$ cat src/rtl/i2s_tx_serializer.sv
`timescale 1ns/1ps
// i2s_tx_serializer: stereo PCM sample pairs in over valid/ready,
// Philips-format I2S (BCLK, LRCLK, SDATA) out, one-entry holding buffer.
//
// Ports:
//   clk, reset_n     system clock, async active-low reset
//   enable           transmitter enable (level)
//   clk_div          BCLK half-period minus 1, in clk cycles
//   s_valid/s_ready  sample pair handshake; s_left/s_right samples
//   i2s_bclk         bit clock
//   i2s_lrclk        word select, 0 = left, 1 = right
//   i2s_sdata        serial data, changes on BCLK falling edge
//   underrun         one-clk pulse: frame started with no sample
//
// Optional macro I2S_TX_UNDERRUN_CNT_EN adds:
//   underrun_clr     clears the underrun counter
//   underrun_cnt     saturating 16-bit count of underrun pulses
module i2s_tx_serializer #(
  parameter int DATA_W = 16,
  parameter int SLOT_W = 32,
  parameter int DIV_W  = 8
) (
  input  logic              clk,
  input  logic              reset_n,
  input  logic              enable,
  input  logic [DIV_W-1:0]  clk_div,
  input  logic              s_valid,
  output logic              s_ready,
  input  logic [DATA_W-1:0] s_left,
  input  logic [DATA_W-1:0] s_right,
  output logic              i2s_bclk,
  output logic              i2s_lrclk,
  output logic              i2s_sdata,
  output logic              underrun
`ifdef I2S_TX_UNDERRUN_CNT_EN
  ,
  input  logic              underrun_clr,
  output logic [15:0]       underrun_cnt
`endif
);

  localparam int FW = 2 * SLOT_W;
  localparam int BW = $clog2(FW);
  localparam logic [BW-1:0] LAST   = BW'(FW - 1);
  localparam logic [BW-1:0] SLOT_V = BW'(SLOT_W);
  localparam int PAD = SLOT_W - DATA_W;

  logic [DIV_W-1:0]  r_div_cnt;
  logic              r_bclk;
  logic              r_lrclk;
  logic              r_sdata;
  logic              r_underrun;
  logic [BW-1:0]     r_bit_cnt;
  logic [FW-1:0]     r_shift;

  logic              r_buf_full;
  logic              r_ready;
  logic [DATA_W-1:0] r_buf_l;
  logic [DATA_W-1:0] r_buf_r;

  logic              w_tick;
  logic              w_fall;
  logic              w_last;
  logic              w_wrap;
  logic              w_take;
  logic              w_urun;
  logic [BW-1:0]     w_bit_nxt;
  logic [SLOT_W-1:0] w_slot_l;
  logic [SLOT_W-1:0] w_slot_r;
  logic [FW-1:0]     w_load;

  // ">=" keeps the divider from stalling if clk_div shrinks
  assign w_tick = (r_div_cnt >= clk_div);
  assign w_fall = enable & w_tick & r_bclk;
  assign w_last = (r_bit_cnt == LAST);
  assign w_wrap = w_fall & w_last;
  assign w_take = s_valid & r_ready;
  assign w_urun = w_wrap & ~r_buf_full;

  assign w_bit_nxt = w_last ? '0
                   : r_bit_cnt + BW'(1);

  // Samples left-justified in their slots
  assign w_slot_l = SLOT_W'(r_buf_l) << PAD;
  assign w_slot_r = SLOT_W'(r_buf_r) << PAD;
  assign w_load   = {w_slot_l, w_slot_r};

  assign s_ready   = r_ready;
  assign i2s_bclk  = r_bclk;
  assign i2s_lrclk = r_lrclk;
  assign i2s_sdata = r_sdata;
  assign underrun  = r_underrun;

  // Holding buffer: stays alive while the
  // transmitter is disabled.
  always_ff @(posedge clk or negedge reset_n) begin
    if (!reset_n) begin
      r_buf_full <= 1'b0;
      r_ready    <= 1'b1;
      r_buf_l    <= '0;
      r_buf_r    <= '0;
    end else begin
      if (w_take) begin
        r_buf_full <= 1'b1;
        r_ready    <= 1'b0;
        r_buf_l    <= s_left;
        r_buf_r    <= s_right;
      end else if (w_wrap && r_buf_full) begin
        r_buf_full <= 1'b0;
        r_ready    <= 1'b1;
      end
    end
  end

  // Clock generation and serializer.
  // r_sdata is the one-BCLK delay flop that
  // places the MSB one bit after LRCLK.
  always_ff @(posedge clk or negedge reset_n) begin
    if (!reset_n) begin
      r_div_cnt  <= '0;
      r_bclk     <= 1'b0;
      r_lrclk    <= 1'b0;
      r_sdata    <= 1'b0;
      r_underrun <= 1'b0;
      r_bit_cnt  <= LAST;
      r_shift    <= '0;
    end else if (!enable) begin
      r_div_cnt  <= '0;
      r_bclk     <= 1'b0;
      r_lrclk    <= 1'b0;
      r_sdata    <= 1'b0;
      r_underrun <= 1'b0;
      r_bit_cnt  <= LAST;
      r_shift    <= '0;
    end else begin
      r_underrun <= w_urun;
      if (w_tick) begin
        r_div_cnt <= '0;
        r_bclk    <= ~r_bclk;
      end else begin
        r_div_cnt <= r_div_cnt + DIV_W'(1);
      end
      if (w_fall) begin
        r_bit_cnt <= w_bit_nxt;
        r_lrclk   <= (w_bit_nxt >= SLOT_V);
        r_sdata   <= r_shift[FW-1];
        if (w_last) begin
          r_shift <= r_buf_full ? w_load : '0;
        end else begin
          r_shift <= r_shift << 1;
        end
      end
    end
  end

`ifdef I2S_TX_UNDERRUN_CNT_EN
  logic [15:0] r_urun_cnt;

  assign underrun_cnt = r_urun_cnt;

  // Clear has priority over a same-cycle increment
  always_ff @(posedge clk or negedge reset_n) begin
    if (!reset_n) begin
      r_urun_cnt <= '0;
    end else if (underrun_clr) begin
      r_urun_cnt <= '0;
    end else if (w_urun && (r_urun_cnt != 16'hFFFF)) begin
      r_urun_cnt <= r_urun_cnt + 16'd1;
    end
  end
`endif

endmodule

$ cat config.mk
export PLATFORM = sky130hd
export DESIGN_NAME = i2s_tx_serializer
export DESIGN_NICKNAME = d
export VERILOG_FILES = /design/src/rtl/i2s_tx_serializer.sv
export SDC_FILE = /design/constraint.sdc
export NUM_CORES = 1
export LEC_CHECK = 0
export BUFFER_PORTS_ARGS = -buffer_cell sky130_fd_sc_hd__buf_2
export CAP_MARGIN = 5
export CORE_UTILIZATION = 30
export DETAILED_ROUTE_END_ITERATION = 12
export PLACE_DENSITY = 0.45
export SETUP_SLACK_MARGIN = 0.4
export SLEW_MARGIN = 5
export SYNTH_ARGS = -nofsm -noshare
export SYNTH_HDL_FRONTEND = slang
export SYNTH_SLANG_ARGS = --single-unit
$ cat constraint.sdc
create_clock -name clk -period 3.93 [get_ports clk]
set_input_delay 0.786 -clock clk [delete_from_list [all_inputs] [get_ports clk]]
set_output_delay 0.786 -clock clk [all_outputs]
set_load 0.01 [all_outputs]
==> impl_metrics.tcl <==
set metrics [dict create \
    hold_class "input pin to async pin" \
    synth.avg_cell_area_sq_um 10.95 \
    clk_latency_ns 0.35 \
    cts_tree "built" \
    criticalPathCategory "input pin to flip-flop" \
    fillers 1633 \
    setup_slack_ns 1.241 \
    core_sq_um 15940 \
    postCtsHoldBufs 0 \
    status "completed" \
    synth_edf_count 0 \
    drive_gt1_frac 0.3027 \
    regArea_sq_um 2511 \
    placed_cells 681 \
    grt_pass1_wl_um 18830 \
    power_w 0.002141 \
    max_cap_viol_count 0 \
    p_seq_frac 0.511 \
    row_count 46 \
    cts_root_buf "clkbuf_16" \
    p_per_area_nw_per_um2 381.6 \
    p_comb_frac 0.070 \
    worstMarginPinSlew_ns 1.189 \
    io_buffer_count 48 \
    multi_input_area_sq_um 2176 \
    ys_async_sr_fraction 1.000 \
    yosysTopAreaCell "dfrtp_1" \
    grt_start_max_net_pins 57 \
    yosysSeqAreaShare 0.5096 \
    fmax_ghz 0.3719 \
    critical_path_buf_inv_count 2 \
    ant_nets 0 \
    htree_levels 3 \
    rrSetupSlack_ns 1.30 \
    initial_core_util 0.3091 \
    synth_top_cells_by_area "dfrtp_1 (47%), a311oi_2 (9.1%), mux2_2 (7.3%), a21oi_1 (5.4%), nand3_1 (4.5%)" \
    grt_usage 0.1427 \
    syn_inst 450 \
    dieArea_sq_um 16940 \
    crit_chain "buf_2, inv_1, ha_1, o21a_1, o21ai_1, o211a_4, nor2_4, a311oi_2" \
    via_per_inst 5.102 \
    synth-seq-cells 100 \
    tns_ns 0 \
    hold_slack_ns 0.4229 \
    place_congestion 0.7122 \
    slowest_stage "nor2_4" \
    hpwl_um 6669 \
    clock_sinks 100 \
    pre_cts_slack_ns 0.8592 \
    grt_pass1_vias 3718 \
    num_vias 3546 \
    skew_ns 0.008114 \
    cts_setup_buffers 0 \
    r2r-end "r_shift[20]$_DFFE_PN0P_" \
    arrival_ns 2.85 \
    synth_nets 504 \
    peakVddDrop_mv 0.2499 \
    r2r-start "r_div_cnt[0]$_DFF_PN0_" \
    synth_flop_cell "dfrtp_1" \
    leakage_nw 2.317 \
    power.share.clock 0.419 \
    grt_overflow_total 0 \
    antenna_found_initial 0 \
    slew_headroom 0.2059 \
    area_delta_synth_final_pct 13.84 \
    required_ns 4.09 \
    path_delay_family "simple AND/OR/NAND/NOR gates" \
    synth_most_common_cell "dfrtp_1" \
    yosys_warnings 0 \
    fin_crit_sh 0.6843 \
    wl_per_cell_um 15.73 \
    cts_made_buffers 9 \
    path_clk_slew_ns 0.06 \
    slew_viol_final 0 \
    dieWidth_um 130.2 \
    insertedDiodeCount 0 \
    synth.distinct_cells 39 \
    cp-end-kind "flip-flop" \
    first_pass_iters 4 \
    drt_iter0_markers 214 \
    hold_violations 0 \
    fin_cells 695 \
    max_stage_delay_ns 0.90 \
    cts_resized 0 \
    min_period_ns 2.689 \
    ff2ff_path_depth 7 \
    netlist_area_sq_um 4927 \
    cts_buffer_depth 2 \
    die_h_um 130.2 \
    synthTopCellsByCount "dfrtp_1 (93), a21oi_1 (53), nand3_1 (44), nand2_1 (35), mux2_2 (32)" \
    setup_viol 0 \
    routed_wl_um 10930 \
    final_net_count 530 \
    crit_fanout 31 \
    io_pins 49 \
    synth_top_area_share 0.4723 \
    rsz0062_at_grt "false" \
    p_int_w 0.001648 \
    swShare 0.2304 \
    drc_errors 0 \
    p_sw_w 0.0004931 \
    start_kind "input pin" \
]
[final cells by class]
| type | count | share of cell area |
|---|---|---|
| tap | 216 | 0.04818 |
| timing repair buffer | 56 | 0.05621 |
| inverter | 12 | 0.008030 |
| clock inverter | 2 | 0.006246 |
| clock buffer | 12 | 0.04573 |
| sequential | 100 | 0.4477 |
| multi-input combinational | 297 | 0.3879 |
[worst max-delay path by stage]
stage / startpoint / to / slack [ns] / cells past startpoint
2_1_floorplan: clk_div[0] / r_shift[54]$_DFFE_PN0P_ / 1.54 / 8
3_3_place_gp: clk_div[2] / r_shift[61]$_DFFE_PN0P_ / 0.91 / 8
3_5_place_dp: clk_div[6] / r_shift[25]$_DFFE_PN0P_ / 0.86 / 8
4_1_cts: clk_div[6] / r_shift[17]$_DFFE_PN0P_ / 1.24 / 8
5_1_grt: clk_div[2] / r_shift[20]$_DFFE_PN0P_ / 1.07 / 8
6_report: clk_div[2] / r_shift[20]$_DFFE_PN0P_ / 1.24 / 8
[power groups by stage]
stage          sequential [W]  clock [W]  combinational, W
3_5_place_dp          0.00111          0          0.000156
4_1_cts               0.00109   0.000936          0.000156
6_report              0.00109   0.000896          0.000151
2_1_floorplan         0.00109          0          0.000104
3_3_place_gp          0.00111          0          0.000152
5_1_grt               0.00110   0.000973          0.000169
[kinds of logic after synthesis]
group / Yosys count / synth area share
flops: 100 / 0.5096
xor+xnor: 6 / 0.01067
mux: 32 / 0.07313
fa+ha+maj: 10 / 0.02539
compound gates: 129 / 0.2080
simple gates: 120 / 0.1211
buf+inv: 53 / 0.05206
[metrics by stage]
| stage | utilization | instance area [sq um] |
|---|---|---|
| 2_1_floorplan | - | 4927 |
| 5_1_grt | 0.3518 | 5609 |
| 3_3_place_gp | 0.3335 | 5318 |
| 3_5_place_dp | 0.3335 | 5318 |
| 4_1_cts | 0.3518 | 5609 |
| 6_report | 0.3518 | 5609 |
[placed cells by master (no fill, tap or decap), drive strengths merged, types with 2 or more instances in the layout]
cell / instances
a21o: 3
a21oi: 54
a311oi: 31
a31oi: 3
and3: 7
and4: 2
buf: 56
clkbuf: 12
dfrtp: 93
dfstp: 7
ha: 10
inv: 12
mux2: 32
nand2: 35
nand3: 44
nand4: 18
nor2: 11
o21ai: 27
o311ai: 2
o31ai: 2
xnor2: 2
xor2: 4
[registers in the layout (all words and copies together), names as in the netlist]
name,flops
i2s_bclk,1
s_ready,1
i2s_sdata,1
r_buf_l,16
r_bit_cnt,6
i2s_lrclk,1
underrun,1
r_buf_full,1
r_buf_r,16
r_div_cnt,8
r_shift,48
[per-layer routing]
metal,global-route usage,wire length (um)
met4,0.05404,182
met3,0.03485,359
met5,0,0
met1,0.1915,5407
met2,0.2218,4982
(Power assumes the default switching activity.)
